### src/rtl/cbrt_dispatch_if.sv
// cbrt_dispatch_if: bundles the three handshakes of the cube-root dispatcher.
//   in_*   : operand push port (valid/ready, 8-bit operand)
//   cbrt_* : start/busy link to the cube-root unit (8-bit operand, 4-bit root)
//   out_*  : result port (valid/ready, operand + root)
// slave  : dispatcher view; master : environment (feeder, cbrt unit, consumer) view.
interface cbrt_dispatch_if;
  logic       in_valid;
  logic       in_ready;
  logic [7:0] in_a;
  logic [7:0] cbrt_a;
  logic       cbrt_start;
  logic       cbrt_busy;
  logic [3:0] cbrt_res;
  logic       out_valid;
  logic       out_ready;
  logic [7:0] out_a;
  logic [3:0] out_root;

  modport slave (
    input  in_valid, in_a, cbrt_busy, cbrt_res, out_ready,
    output in_ready, cbrt_a, cbrt_start, out_valid, out_a, out_root
  );

  modport master (
    output in_valid, in_a, cbrt_busy, cbrt_res, out_ready,
    input  in_ready, cbrt_a, cbrt_start, out_valid, out_a, out_root
  );
endinterface

### src/rtl/cbrt_dispatch.sv
// cbrt_dispatch: feeds 8-bit operands from a small FIFO to a cube-root unit,
// one job at a time, and returns {operand, root} pairs on a valid/ready port.
// A watchdog flags a cube-root unit that never drops busy.
// Ports:
//   clk         rising-edge clock
//   rst         asynchronous active-low reset
//   bus         cbrt_dispatch_if.slave (push port, cbrt link, result port)
//   pending     FIFO occupancy, 0..DEPTH
//   err_timeout sticky watchdog flag, cleared only by reset
module cbrt_dispatch #(
  parameter int unsigned DEPTH   = 4,
  parameter int unsigned AW      = 2,
  parameter int unsigned TIMEOUT = 64
) (
  input  logic                 clk,
  input  logic                 rst,
  cbrt_dispatch_if.slave       bus,
  output logic [AW:0]          pending,
  output logic                 err_timeout
);

  localparam int unsigned CW = $clog2(TIMEOUT + 1);

  typedef enum logic [2:0] {S_IDLE, S_START, S_ARM, S_WAIT, S_HOLD} state_t;

  state_t          state_q;
  logic [7:0]      mem_q [DEPTH];
  logic [AW-1:0]   wr_q, rd_q;
  logic [AW:0]     cnt_q, cnt_d;
  logic [CW-1:0]   wd_q;
  logic [7:0]      cbrt_a_q, out_a_q;
  logic [3:0]      out_root_q;
  logic            start_q, out_valid_q, err_q;
  logic            push, pop;

  assign bus.in_ready = (cnt_q != (AW+1)'(DEPTH));
  assign push         = bus.in_valid && bus.in_ready;
  // The head is consumed on the cycle the FSM leaves IDLE.
  assign pop          = (state_q == S_IDLE) && (cnt_q != '0);

  always_comb begin
    cnt_d = cnt_q;
    unique case ({push, pop})
      2'b10:   cnt_d = cnt_q + 1'b1;
      2'b01:   cnt_d = cnt_q - 1'b1;
      default: cnt_d = cnt_q;
    endcase
  end

  always_ff @(posedge clk or negedge rst) begin
    if (!rst) begin
      wr_q  <= '0;
      rd_q  <= '0;
      cnt_q <= '0;
    end else begin
      if (push) wr_q <= wr_q + 1'b1;
      if (pop)  rd_q <= rd_q + 1'b1;
      cnt_q <= cnt_d;
    end
  end

  // Storage needs no reset: occupancy gates every read.
  always_ff @(posedge clk) begin
    if (push) mem_q[wr_q] <= bus.in_a;
  end

  always_ff @(posedge clk or negedge rst) begin
    if (!rst) begin
      state_q     <= S_IDLE;
      cbrt_a_q    <= '0;
      start_q     <= 1'b0;
      out_valid_q <= 1'b0;
      out_a_q     <= '0;
      out_root_q  <= '0;
      err_q       <= 1'b0;
      wd_q        <= '0;
    end else begin
      unique case (state_q)
        S_IDLE: begin
          if (cnt_q != '0) begin
            cbrt_a_q <= mem_q[rd_q];
            start_q  <= 1'b1;
            state_q  <= S_START;
          end
        end
        S_START: begin
          start_q <= 1'b0;
          state_q <= S_ARM;
        end
        S_ARM: begin
          // busy from the cbrt unit lags start by a cycle, so it is not sampled here.
          wd_q    <= '0;
          state_q <= S_WAIT;
        end
        S_WAIT: begin
          if (!bus.cbrt_busy) begin
            out_a_q     <= cbrt_a_q;
            out_root_q  <= bus.cbrt_res;
            out_valid_q <= 1'b1;
            state_q     <= S_HOLD;
          end else if (wd_q == CW'(TIMEOUT - 1)) begin
            // TIMEOUT-th busy cycle since WAIT entry: abandon the job.
            err_q   <= 1'b1;
            state_q <= S_IDLE;
          end else begin
            wd_q <= wd_q + 1'b1;
          end
        end
        S_HOLD: begin
          if (bus.out_ready) begin
            out_valid_q <= 1'b0;
            state_q     <= S_IDLE;
          end
        end
        default: state_q <= S_IDLE;
      endcase
    end
  end

  assign bus.cbrt_a     = cbrt_a_q;
  assign bus.cbrt_start = start_q;
  assign bus.out_valid  = out_valid_q;
  assign bus.out_a      = out_a_q;
  assign bus.out_root   = out_root_q;
  assign pending        = cnt_q;
  assign err_timeout    = err_q;

endmodule
### src/flat_wrapper.sv
// flat-port wrapper written by rule: the top's interface ports become plain ports
module cbrt_dispatch_flat 
#(
  parameter int unsigned DEPTH   = 4,
  parameter int unsigned AW      = 2,
  parameter int unsigned TIMEOUT = 64
)
  (clk, rst, pending, err_timeout, bus_in_valid, bus_in_a, bus_cbrt_busy, bus_cbrt_res, bus_out_ready, bus_in_ready, bus_cbrt_a, bus_cbrt_start, bus_out_valid, bus_out_a, bus_out_root);
  cbrt_dispatch_if bus_i ();
  input  logic clk;
  input  logic rst;
  output logic [AW:0] pending;
  output logic err_timeout;
  input wire logic [$bits(bus_i.in_valid)-1:0] bus_in_valid;
  input wire logic [$bits(bus_i.in_a)-1:0] bus_in_a;
  input wire logic [$bits(bus_i.cbrt_busy)-1:0] bus_cbrt_busy;
  input wire logic [$bits(bus_i.cbrt_res)-1:0] bus_cbrt_res;
  input wire logic [$bits(bus_i.out_ready)-1:0] bus_out_ready;
  output wire logic [$bits(bus_i.in_ready)-1:0] bus_in_ready;
  output wire logic [$bits(bus_i.cbrt_a)-1:0] bus_cbrt_a;
  output wire logic [$bits(bus_i.cbrt_start)-1:0] bus_cbrt_start;
  output wire logic [$bits(bus_i.out_valid)-1:0] bus_out_valid;
  output wire logic [$bits(bus_i.out_a)-1:0] bus_out_a;
  output wire logic [$bits(bus_i.out_root)-1:0] bus_out_root;
  assign bus_i.in_valid = bus_in_valid;
  assign bus_i.in_a = bus_in_a;
  assign bus_i.cbrt_busy = bus_cbrt_busy;
  assign bus_i.cbrt_res = bus_cbrt_res;
  assign bus_i.out_ready = bus_out_ready;
  assign bus_in_ready = bus_i.in_ready;
  assign bus_cbrt_a = bus_i.cbrt_a;
  assign bus_cbrt_start = bus_i.cbrt_start;
  assign bus_out_valid = bus_i.out_valid;
  assign bus_out_a = bus_i.out_a;
  assign bus_out_root = bus_i.out_root;
  cbrt_dispatch #(.DEPTH(DEPTH), .AW(AW), .TIMEOUT(TIMEOUT)) u_core (.clk(clk), .rst(rst), .bus(bus_i), .pending(pending), .err_timeout(err_timeout));
endmodule
### config.mk
export PLATFORM = sky130hd
export DESIGN_NAME = cbrt_dispatch_flat
export DESIGN_NICKNAME = d
export VERILOG_FILES = /design/src/rtl/cbrt_dispatch_if.sv /design/src/rtl/cbrt_dispatch.sv /design/src/flat_wrapper.sv
export SDC_FILE = /design/constraint.sdc
export NUM_CORES = 1
export LEC_CHECK = 0
export CAP_MARGIN = 15
export CELL_PAD_IN_SITES_DETAIL_PLACEMENT = 1
export CELL_PAD_IN_SITES_GLOBAL_PLACEMENT = 1
export CORE_MARGIN = 3
export CORE_UTILIZATION = 29
export CTS_CLUSTER_SIZE = 16
export DETAILED_ROUTE_END_ITERATION = 8
export PLACE_DENSITY_LB_ADDON = 0.08
export SLEW_MARGIN = 25
export SYNTH_ARGS = -nofsm -noshare
export SYNTH_HDL_FRONTEND = slang
export SYNTH_SLANG_ARGS = --single-unit
export TNS_END_PERCENT = 30
### constraint.sdc
create_clock -name clk -period 6.2 [get_ports clk]
set_input_delay 1.24 -clock clk [delete_from_list [all_inputs] [get_ports clk]]
set_output_delay 1.24 -clock clk [all_outputs]
set_load 0.05 [all_outputs]
==> results by group <==
Status
  • Outcome: completed

Floorplanning
  • Rows: 36
  • Die H: 109 µm
  • Die width: 109 µm
  • Initial Util: 30.6%
  • Total core area: 10000 µm²
  • Ports: 44
  • DIE AREA: 11900 µm²

STA
  • RSZ-0062 raised after global routing: no
  • Setup violators final: 0
  • PnR worst setup slack: 3.08 ns
  • Slew HR: 58.3%
  • Setup TNS: 0 ns
  • Tmin final: 3.12 ns
  • Fin. max-slew vios: 0
  • Layout Skew: 0.00779 ns
  • Tcrit/Tclk final: 50.3%
  • Fin Hold WS: 0.486 ns
  • F_max: 321 MHz
  • Worst-Margin Slew: 0.621 ns
  • Final hold violations: 0

Worst setup path
  • Reg2reg setup slack: 3.90 ns
  • R2r endpoint: u_core.pending[2]$_DFFE_PN0P_
  • RR Startpoint: u_core.state_q[0]$_DFFE_PN0P_
  • Critical Path Source Type: register
  • Crit Path Max Fanout: 6
  • Critical Path AT: 1.88 ns
  • Worst Path Required: 4.96 ns
  • Setup CP Type: register to output pin
  • Worst setup path end: bus_in_ready
  • Crit. End Element: output pin
  • R2R depth: 8
  • Crit path from: u_core.pending[0]$_DFFE_PN0P_

Yosys
  • Register area share after synthesis: 63.7%
  • Top cells by area in the synthesized netlist: dfrtp_1, edfxtp_1, mux4_2
  • Yosys warning count: 0
  • Top FF cell, synth: dfrtp_1
  • Most frequent cell after synthesis: dfrtp_1
  • Post-synthesis net count: 220
  • Syn Std Cell Area: 3080 µm²
  • EDFF count, synth: 32
  • Top post-synthesis cells by count: dfrtp_1, edfxtp_1, mux2_2
  • Yosys cell types: 43
  • Post-Syn Instances: 196
  • Syn_area_per_cell: 15.7 µm²
  • Fraction of registers with async set/reset: 55.6%
  • Synthesis-stage register bit count: 72
  • Yosys top cell by area: dfrtp_1
  • Synth top area share: 32.5%

Final layout
  • Synth-to-Final Area Change: 22.7%
  • Ant diodes: 0
  • Final #Nets: 264
  • Share of cells above drive strength 1: 21.2%
  • Fill count: 1051

CTS
  • Post-CTS sizing: 0
  • CTS root buf: clkbuf_8
  • CTS Sinks: 72
  • Clk_lat worst skew: 0.35 ns
  • Clock transition at the registers of the reported paths: 0.07 ns
  • Clock buffer depth: 2
  • Num CTS Buffers: 9
  • Post-CTS Setup Bufs: 0
  • CTS tree: yes
  • H-tree depth: 3
  • Hold buffers post-CTS: 0

Global route
  • Tot GR Track Use: 11.6%
  • GRT overflow: 0
  • Largest net degree at the start of global routing: 41
  • First-pass GRT wire length: 10300 µm
  • Initial antenna violation count: 0
  • Vias in the first global route: 1883

Placement
  • Port bufs: 43
  • Dpl hpwl: 4160 µm
  • Placer congestion estimate: 0.677
  • Pre-CTS setup slack: 3.12 ns

Detailed routing
  • Via/cell ratio: 4.53
  • Final WL: 6070 µm
  • Wire length per cell: 16.1 µm
  • DRC Markers: 0
  • Via count: 1712
  • Post-route ant nets: 0
  • DRT iter0 DRCs: 45
  • Router iterations before antenna repair: 4

Power and ir drop
  • Leak: 0.00145 µW
  • Pwr dens: 563 nW/µm²
  • Total Power: 2130 µW
  • VDD IR max: 0.219 mV

Run
  • Max Cap Viol: 0

Min path
  • HP Class: register to register
[metrics by stage]
| step | cells | area (µm²) | utilization [%] |
|---|---|---|---|
| 3_3_place_gp | 362 | 3580 | 35.6 |
| 2_1_floorplan | 196 | 3080 | - |
| 6_report | 378 | 3780 | 37.6 |
| 3_5_place_dp | 362 | 3580 | 35.6 |
| 4_1_cts | 378 | 3770 | 37.6 |
| 5_1_grt | 378 | 3780 | 37.6 |
[power by group]
| part | switching, µW | leakage [µW] | internal, µW | total [µW] |
|---|---|---|---|---|
| clock network | 185 | 0.0000933 | 188 | 373 |
| registers | 155 | 0.000776 | 667 | 822 |
| logic | 533 | 0.000580 | 399 | 931 |
| total | 873 | 0.00145 | 1250 | 2130 |
[sequential cells by signal, indices dropped and copies added (netlist names), 2 cells and up]
| register | flops |
|---|---|
| u_core.wd_q | 7 |
| u_core.mem_q | 32 |
| u_core.state_q | 3 |
| u_core.rd_q | 2 |
| u_core.bus.out_root | 4 |
| u_core.pending | 3 |
| u_core.bus.out_a | 8 |
| u_core.wr_q | 2 |
| u_core.bus.cbrt_a | 8 |
[how the worst min path moves through the flow]
stage / from / end / slack (ns) / cells past startpoint
2_1_floorplan: u_core.wd_q[6]$_DFFE_PN0P_ / u_core.wd_q[6]$_DFFE_PN0P_ / 0.51 / 1
3_3_place_gp: u_core.err_timeout$_DFFE_PN0P_ / u_core.err_timeout$_DFFE_PN0P_ / 0.45 / 1
3_5_place_dp: u_core.err_timeout$_DFFE_PN0P_ / u_core.err_timeout$_DFFE_PN0P_ / 0.48 / 1
4_1_cts: u_core.err_timeout$_DFFE_PN0P_ / u_core.err_timeout$_DFFE_PN0P_ / 0.50 / 1
5_1_grt: u_core.err_timeout$_DFFE_PN0P_ / u_core.err_timeout$_DFFE_PN0P_ / 0.51 / 1
6_report: u_core.err_timeout$_DFFE_PN0P_ / u_core.err_timeout$_DFFE_PN0P_ / 0.49 / 1
[worst max-delay path, cell delays in order (launching register included)]
cell	delay, ns
dfrtp_1	0.41
inv_1	0.10
nand3_1	0.18
clkdlybuf4s50_1	0.85
[per-layer routing]
| metal | part of all wire, % | wire, µm | GRT usage, % | vias up |
|---|---|---|---|---|
| li1 | - | - | - | 813 |
| met4 | 1.4 | 87 | 4.33 | 0 |
| met1 | 48 | 2940 | 16.2 | 854 |
| met3 | 4.8 | 293 | 3.97 | 7 |
| met2 | 45 | 2750 | 16.8 | 38 |
| met5 | 0 | 0 | 0 | - |
[cell usage in the layout (no fill, tap or decap), types with 3 or more instances in the layout]
master	n
nor2_1	6
mux2_2	12
xor2_1	3
and3_1	4
nand2_1	6
inv_1	9
clkbuf_8	9
edfxtp_1	32
xnor2_1	3
mux4_2	8
nand3_1	10
clkdlybuf4s50_1	42
dfrtp_1	40
o21ai_0	6
mux2_4	9
ha_1	6
[layout make-up]
cell class                      instances  area [µm²]  area share, %
Clock inverter                          6        67.6           1.79
Multi-Input combinational cell        104         983           26.0
Clock buffer                           10         128           3.38
Tap cell                              133         166           4.41
Sequential cell                        72        1960           52.0
Inverter                                9        33.8          0.895
Timing Repair Buffer                   44         435           11.5
[kinds of logic after synthesis]
group	share of synthesized area (%)
flip-flops	63.7
AND/OR/NAND/NOR	7.24
multiplexers	15.0
XOR/XNOR	1.71
adder cells (fa/ha/maj)	3.09
AO/OA/AOI/OAI	4.76
buffers and inverters	4.51
Power figures use the tool's default switching activity.
